$ cat config.mk
export PLATFORM = sky130hd
export DESIGN_NAME = mul_div_unit
export DESIGN_NICKNAME = d
export VERILOG_FILES = /design/src/rtl/mul_div_unit.sv
export SDC_FILE = /design/constraint.sdc
export NUM_CORES = 1
export LEC_CHECK = 0
export ABC_AREA = 1
export ABC_CLOCK_PERIOD_IN_PS = 2400
export CAP_MARGIN = 20
export CELL_PAD_IN_SITES_DETAIL_PLACEMENT = 0
export CELL_PAD_IN_SITES_GLOBAL_PLACEMENT = 2
export CORE_ASPECT_RATIO = 1.4
export CORE_MARGIN = 5
export CORE_UTILIZATION = 29
export DETAILED_ROUTE_END_ITERATION = 6
export PLACE_DENSITY_LB_ADDON = 0.1
export SLEW_MARGIN = 0
export SYNTH_ARGS = -nofsm -noshare
export SYNTH_HDL_FRONTEND = slang
export SYNTH_SLANG_ARGS = --single-unit
export TNS_END_PERCENT = 100
$ cat constraint.sdc
create_clock -name clk -period 2.4 [get_ports clk]
set_clock_uncertainty 0.1 [all_clocks]
set_input_delay 0.48 -clock clk [delete_from_list [all_inputs] [get_ports clk]]
set_output_delay 0.48 -clock clk [all_outputs]
set_load 0.01 [all_outputs]
$ cat src/rtl/mul_div_unit.sv
// Multi-cycle MULT/MULTU/DIV/DIVU/MTHI/MTLO unit with HI/LO registers.
// Define MUL_DIV_UNIT_FAST_MUL_EN for a single-cycle combinational multiply.
module mul_div_unit #(
   parameter int WIDTH = 32
) (
   input  logic             clk,
   input  logic             reset_n,
   input  logic             start,
   input  logic [2:0]       op,
   input  logic [WIDTH-1:0] a,
   input  logic [WIDTH-1:0] b,
   output logic             busy,
   output logic             done,
   output logic [WIDTH-1:0] hi,
   output logic [WIDTH-1:0] lo
);

   localparam int CW = $clog2(WIDTH);

   typedef enum logic [1:0] {
      S_IDLE,
      S_RUN,
      S_FIX
   } state_e;

   state_e             state_q, state_d;
   logic [CW-1:0]      cnt_q, cnt_d;
   logic               is_div_q, is_div_d;
   logic               sa_q, sa_d;
   logic               sb_q, sb_d;
   logic [WIDTH-1:0]   a_raw_q, a_raw_d;
   logic [WIDTH-1:0]   mag_a_q, mag_a_d;
   logic [WIDTH-1:0]   mag_b_q, mag_b_d;
   logic [2*WIDTH-1:0] acc_q, acc_d;
   logic [WIDTH-1:0]   hi_q, hi_d;
   logic [WIDTH-1:0]   lo_q, lo_d;
   logic               done_q, done_d;

   logic               sgn_op;
   logic [WIDTH-1:0]   mag_a_in;
   logic [WIDTH-1:0]   mag_b_in;
   logic [WIDTH:0]     div_top;
   logic               div_ge;
   logic [WIDTH:0]     div_rem;
   logic [2*WIDTH-1:0] div_step;
   logic [2*WIDTH-1:0] prod;
   logic [WIDTH-1:0]   quo;
   logic [WIDTH-1:0]   rem;

   // Magnitudes are unsigned, so the most negative value maps to 2^(WIDTH-1).
   assign sgn_op   = ~op[0];
   assign mag_a_in = (sgn_op & a[WIDTH-1]) ? (~a + WIDTH'(1)) : a;
   assign mag_b_in = (sgn_op & b[WIDTH-1]) ? (~b + WIDTH'(1)) : b;

   // Restoring division on {remainder, quotient}; dividend shifts in from the bottom.
   assign div_top  = acc_q[2*WIDTH-1:WIDTH-1];
   assign div_ge   = div_top >= {1'b0, mag_b_q};
   assign div_rem  = div_ge ? (div_top - {1'b0, mag_b_q}) : div_top;
   assign div_step = {div_rem[WIDTH-1:0], acc_q[WIDTH-2:0], div_ge};

   assign prod = (sa_q ^ sb_q) ? (~acc_q + (2*WIDTH)'(1)) : acc_q;
   assign quo  = (sa_q ^ sb_q) ? (~acc_q[WIDTH-1:0] + WIDTH'(1))
                               : acc_q[WIDTH-1:0];
   assign rem  = sa_q ? (~acc_q[2*WIDTH-1:WIDTH] + WIDTH'(1))
                      : acc_q[2*WIDTH-1:WIDTH];

`ifdef MUL_DIV_UNIT_FAST_MUL_EN
   logic [2*WIDTH-1:0] mul_full;
   assign mul_full = {{WIDTH{1'b0}}, mag_a_q} * {{WIDTH{1'b0}}, mag_b_q};
`else
   logic [WIDTH:0]     mul_sum;
   logic [2*WIDTH-1:0] mul_step;
   assign mul_sum  = {1'b0, acc_q[2*WIDTH-1:WIDTH]}
                   + {1'b0, (acc_q[0] ? mag_a_q : {WIDTH{1'b0}})};
   assign mul_step = {mul_sum, acc_q[WIDTH-1:1]};
`endif

   always_comb begin
      state_d  = state_q;
      cnt_d    = cnt_q;
      is_div_d = is_div_q;
      sa_d     = sa_q;
      sb_d     = sb_q;
      a_raw_d  = a_raw_q;
      mag_a_d  = mag_a_q;
      mag_b_d  = mag_b_q;
      acc_d    = acc_q;
      hi_d     = hi_q;
      lo_d     = lo_q;
      done_d   = 1'b0;
      case (state_q)
         S_IDLE: begin
            if (start) begin
               case (op)
                  3'd0, 3'd1, 3'd2, 3'd3: begin
                     state_d  = S_RUN;
                     cnt_d    = '0;
                     is_div_d = op[1];
                     sa_d     = sgn_op & a[WIDTH-1];
                     sb_d     = sgn_op & b[WIDTH-1];
                     a_raw_d  = a;
                     mag_a_d  = mag_a_in;
                     mag_b_d  = mag_b_in;
                     acc_d    = op[1] ? {{WIDTH{1'b0}}, mag_a_in}
                                      : {{WIDTH{1'b0}}, mag_b_in};
                  end
                  3'd4: begin
                     hi_d   = a;
                     done_d = 1'b1;
                  end
                  3'd5: begin
                     lo_d   = a;
                     done_d = 1'b1;
                  end
                  default: ;
               endcase
            end
         end
         S_RUN: begin
            cnt_d = cnt_q + CW'(1);
            if (is_div_q) begin
               acc_d = div_step;
               if (cnt_q == CW'(WIDTH - 1)) state_d = S_FIX;
            end else begin
`ifdef MUL_DIV_UNIT_FAST_MUL_EN
               acc_d   = mul_full;
               state_d = S_FIX;
`else
               acc_d = mul_step;
               if (cnt_q == CW'(WIDTH - 1)) state_d = S_FIX;
`endif
            end
         end
         S_FIX: begin
            state_d = S_IDLE;
            done_d  = 1'b1;
            if (!is_div_q) begin
               hi_d = prod[2*WIDTH-1:WIDTH];
               lo_d = prod[WIDTH-1:0];
            end else if (mag_b_q == '0) begin
               hi_d = a_raw_q;
               lo_d = {WIDTH{1'b1}};
            end else begin
               hi_d = rem;
               lo_d = quo;
            end
         end
         default: state_d = S_IDLE;
      endcase
   end

   always_ff @(posedge clk) begin
      if (!reset_n) begin
         state_q  <= S_IDLE;
         cnt_q    <= '0;
         is_div_q <= 1'b0;
         sa_q     <= 1'b0;
         sb_q     <= 1'b0;
         a_raw_q  <= '0;
         mag_a_q  <= '0;
         mag_b_q  <= '0;
         acc_q    <= '0;
         hi_q     <= '0;
         lo_q     <= '0;
         done_q   <= 1'b0;
      end else begin
         state_q  <= state_d;
         cnt_q    <= cnt_d;
         is_div_q <= is_div_d;
         sa_q     <= sa_d;
         sb_q     <= sb_d;
         a_raw_q  <= a_raw_d;
         mag_a_q  <= mag_a_d;
         mag_b_q  <= mag_b_d;
         acc_q    <= acc_d;
         hi_q     <= hi_d;
         lo_q     <= lo_d;
         done_q   <= done_d;
      end
   end

   assign busy = (state_q != S_IDLE);
   assign done = done_q;
   assign hi   = hi_q;
   assign lo   = lo_q;

endmodule

# Yosys cells after proc, flatten, opt, wreduce, memory -nomap -nowiden
# Index checks and enable logic that the tools add are counted.
# totals
regBits	235
latch_bits	0
ramBits	0
memories	0
in_bits	70
wordCells	88
output_inout_bits	66
romBits	0
# op_classes
shift	0
bitwise	9
div_mod_pow	0
n_mux	32
eq_ne	13
reduce_logical	13
magnitude_cmp	1
addsub	8
multipliers	0
# op_table
cell	count
32-bit two-way mux	15
64-bit two-way mux	4
32-bit by 1-bit adder with 32-bit output (second input constant)	4
32-bit NOT	4
32-bit one-hot mux with 2 select lines	2
64-bit one-hot mux with 2 select lines	1
64-bit by 1-bit adder with 64-bit output (second input constant)	1
64-bit NOT	1
32-bit by 32-bit adder with 33-bit output	1
33-bit by 32-bit greater-or-equal comparator with 1-bit output	1
32-bit logical NOT	1
32-bit subtractor	1
3-bit AND reduction	5
5-bit two-way mux	2
5-bit one-hot mux with 2 select lines	1
3-bit by 2-bit == test with 1-bit output (second input constant)	2
3-bit == test (second input constant)	2
2-bit two-way mux	3
2-bit by 1-bit inequality test with 1-bit output (second input constant)	3
2-bit nonzero test	3
5-bit by 1-bit adder with 5-bit output (second input constant)	1
5-bit == test (second input constant)	1
2-bit inequality test (second input constant)	2
2-bit one-hot mux with 2 select lines	1
12 further kinds	14

# Depth between registers and ports, before layout
# depth
ltp_word	7
depth_mapped	19
ltp_nobuf	17

# Least setup slack after synthesis
# OpenSTA, ideal clock, no wires.
# synth_timing
kind	flip-flop to flip-flop
start	register acc_q[0]
end	register acc_q[63]
synth_period_minus_slack_ns	2.603
arrival_ns	2.433
required_ns	2.230
setup_time_ns	0.070
setup_slack_ns	-0.203
stages_incl_launch_ff	19
path_cell_list	dfxtp_1 -> buf_6 -> clkbuf_1 -> nand2_1 -> inv_1 -> ha_1 -> inv_1 -> fa_1 -> o21ai_2 -> inv_1 -> o21bai_1 -> nand2_1 -> nand2_1 -> nand2_1 -> nand3_1 -> nand2_1 -> inv_1 -> nand2_1 -> a21oi_1
# synth_via
elab_chain_cells	4
# synth_lines
element	line	source
start: declaration	34	logic [2*WIDTH-1:0] acc_q, acc_d;
start signal: assignment	162	acc_q <= '0;
start signal: assignment	175	acc_q <= acc_d;
32-bit two-way mux	74	+ {1'b0, (acc_q[0] ? mag_a_q : {WIDTH{1'b0}})};
32-bit by 32-bit adder with 33-bit output	74	
64-bit two-way mux	121	if (is_div_q) begin
64-bit one-hot mux with 2 select lines	91	case (state_q)
# No other way between the ends.
# A chain may end at the register's enable or synchronous reset.

# Worst setup path after layout
# layout_timing
start	register acc_q[0]
end	register acc_q[42]
# The elaborated chain is that of the path after synthesis.

==> impl_metrics.yaml <==
run_status:
  failed_checks: "negative setup slack"
  status: "complete, but fails checks"
placement:
  portBuffers: 135
  post_dp_cell_area_sq_um: 28200
  dp_slack_ns: -0.580
  dp_hpwl_mm: 103
  place_congestion: 0.996
sta:
  fin_hold_ws_ns: 0.162
  fin_crit_sh: 1.09
  rsz0062_at_grt: "yes"
  tightest_slew_ns: 0.722
  max-slew-margin-rel: 0.519
  setup_viol: 30
  fmax_ghz: 0.384
  hold_viol: 0
  worst_slack_ns: -0.206
  slew_viol_final: 0
  min_period_ns: 2.61
clock_tree:
  cts-root-buf: "clkbuf_16"
  insertion_delay_ns: 0.62
  clk_path_buf_depth: 3
  clkTransAtPathRegs_ns: 0.07
  cts_tree: "built"
  cts_hold_buf: 0
  clock-sinks: 234
  htree_levels: 1
  cts_buffers: 28
hold_path:
  min_path_cells: 3
  worstHoldStart: "reset_n"
  min_to: "acc_q[19]"
  min_path_type: "input port to flop"
synthesis:
  synthArstFlopShare: 0
  synth-edff-count: 0
  ys_warn_count: 0
  ys_seq_area_frac: 0.229
  avgSynthCellArea_sq_um: 5.69
  synth_ff_type: "dfxtp_1"
  synth_cells: 3598
  syn-cell-area_sq_um: 20500
  ys_seq_elements: 234
  synth_fp_nets: 3740
  ys_types: 53
final_layout:
  stdcell_area_sq_um: 31800
  final_nets: 4541
  num-fill-cells: 7615
  area_delta_synth_final_pct: 55.1
  post-route-util: 0.452
  drive_above_1_share: 0.303
  antennaDiodeCount: 0
  final_cell_mix: "910 x nand2_1, 726 x buf_4, 403 x inv_1"
  final_common_cell: "nand2_1"
floorplan:
  ios: 136
  initial_core_util: 0.292
  fp.coreArea_sq_um: 70200
  fp-row-count: 115
  die_area_sq_um: 76100
  die_h_um: 324
  die_x_um: 235
critical_path:
  critPathRequiredTime_ns: 2.79
  r2r_slack_ns: -0.21
  cpMostUsedCell: "nand2_4"
  end_kind: "flop"
  r2r_start: "acc_q[0]"
  worstPathArrival_ns: 2.99
  worst-setup-path-type: "flop to flop"
  r2r_cells: 18
  critPathSlowestCell: "dfxtp_4"
  critical_path.cell_chain: "buf_4 -> buf_12 -> nand2_4 -> inv_2 -> ha_4 -> buf_6 -> nand2_4 -> nor2_4 -> nand3_2 -> nand2_2 -> nand2_2 -> nand2_4 -> buf_6 -> nor2_2 -> o21ai_2 -> nand2_1 -> o21bai_1 -> a21oi_1"
  cp_slowest_stage_delay_ns: 0.38
  path_max_fanout: 7
  cp_top_family: "simple AND/OR/NAND/NOR gates"
  start_kind: "flop"
  worstReg2RegEnd: "acc_q[42]"
  cp_num_buf_inv: 5
routing:
  wire_per_inst_um: 23.3
  first_pass_iters: 6
  antenna_left: 0
  drcViolationCount: 0
  drt_iter0_markers: 1931
  via_per_inst: 5.07
  drt_wl_total_mm: 125
  num_vias: 27100
grt:
  grt_pass1_vias: 27000
  grt-ovfl-total: 0
  grtUsageTotal: 0.316
  antenna_found_initial: 0
  grt_pass1_wl_mm: 179
  grt_max_degree: 98
power:
  p_per_area_nw_per_um2: 479
  ir_drop_uv: 495
  p_leak_nw: 15.4
run:
  maxCapViolCount: 0
[worst min-delay path, cell delays in order]
cell	delay, ns
buf_2	0.20
o21ai_0	0.11
a21oi_1	0.05
[synthesized netlist by cell type, types with 3 or more instances]
cell type	n	area [sq um]
a21o_1	4	30.0
a21oi_1	251	1260
a22o_1	13	114
a22oi_1	11	82.6
a31oi_1	12	75.1
buf_1	13	48.8
buf_2	27	135
buf_4	8	60.1
buf_6	4	45.0
clkbuf_1	88	330
dfxtp_1	234	4680
ha_1	70	876
inv_1	447	1680
inv_2	9	33.8
nand2_1	1023	3840
nand2_2	14	87.6
nand3_1	293	1470
nand3_2	5	50.1
nand3b_1	16	120
nand4_1	47	294
nor2_1	463	1740
nor2_2	18	113
nor2_4	9	101
nor3_1	30	150
nor4_1	3	18.8
o211ai_1	18	135
o21a_1	3	22.5
o21ai_0	274	1370
o21ai_1	16	80.1
o21bai_1	17	128
o22ai_1	33	206
o31ai_1	3	22.5
or2_2	10	62.6
xnor2_1	8	70.1
xor2_1	81	709
[worst max path at each step]
stage	from	depth (start not counted)	endpoint	slack (ns)
2_1_floorplan	acc_q[0]	18	acc_q[63]	0.02
3_3_place_gp	a[15]	13	acc_q[16]	-0.60
3_5_place_dp	acc_q[0]	18	acc_q[52]	-0.58
4_1_cts	acc_q[0]	18	acc_q[52]	-0.15
5_1_grt	acc_q[0]	20	acc_q[58]	-0.29
6_report	acc_q[0]	18	acc_q[42]	-0.21
[final cells by class]
class | count | area (sq um) | area share
inverters | 456 | 1730 | 0.0544
flip-flops and latches | 234 | 4750 | 0.150
repair buffers | 909 | 7590 | 0.239
well taps | 936 | 1170 | 0.0369
multi-input cells | 2770 | 15600 | 0.491
clock buffers | 36 | 781 | 0.0246
clock inverters | 15 | 133 | 0.00418
[power by group]
part           total (mW)  switching (mW)  internal, mW
clock network        4.41            1.98          2.43
registers            4.37           0.279          4.09
logic                6.45            3.87          2.58
[registers in the layout, summed over array words and instances, names as in the netlist]
register / flops
is_div_q: 1
hi: 32
mag_b_q: 32
lo: 32
acc_q: 64
cnt_q: 5
done: 1
state_q: 2
a_raw_q: 32
sa_q: 1
sb_q: 1
mag_a_q: 31
[what timing repair did]
action,CTS,global route
buffers inserted,25,18
gates resized for setup,316,275
pin swaps,50,77
endpoints found under the setup margin,51,85
gates cloned,6,0
[routing by layer]
layer | routed length [um] | up-vias | share of wire | track usage
li1 | - | 13200 | - | -
met1 | 48100 | 12800 | 0.39 | 0.364
met2 | 59500 | 874 | 0.48 | 0.538
met3 | 5070 | 299 | 0.041 | 0.0265
met4 | 12100 | 0 | 0.097 | 0.233
met5 | 0 | - | 0 | 0
[stage by stage]
stage | TNS (ns) | cells | power [mW]
finish | -2.65 | 5356 | 15.2
global placement | -33.78 | 5258 | 10.2
detailed placement | -34.02 | 5258 | 10.2
CTS | -2.72 | 5340 | 15.0
global route | -6.30 | 5356 | 15.8
floorplan | 0 | 3598 | 6.98
[cell families after synthesis]
logic type | count (synthesis) | synth area share
buffers and inverters | 597 | 0.114
AOI/OAI and AO/OA | 666 | 0.177
and+or+nand+nor | 1940 | 0.397
DFF | 234 | 0.229
xor gates and xnor gates | 89 | 0.0381
adders and majority gates | 72 | 0.0447
Note: power is estimated with default switching activity, not from simulation.
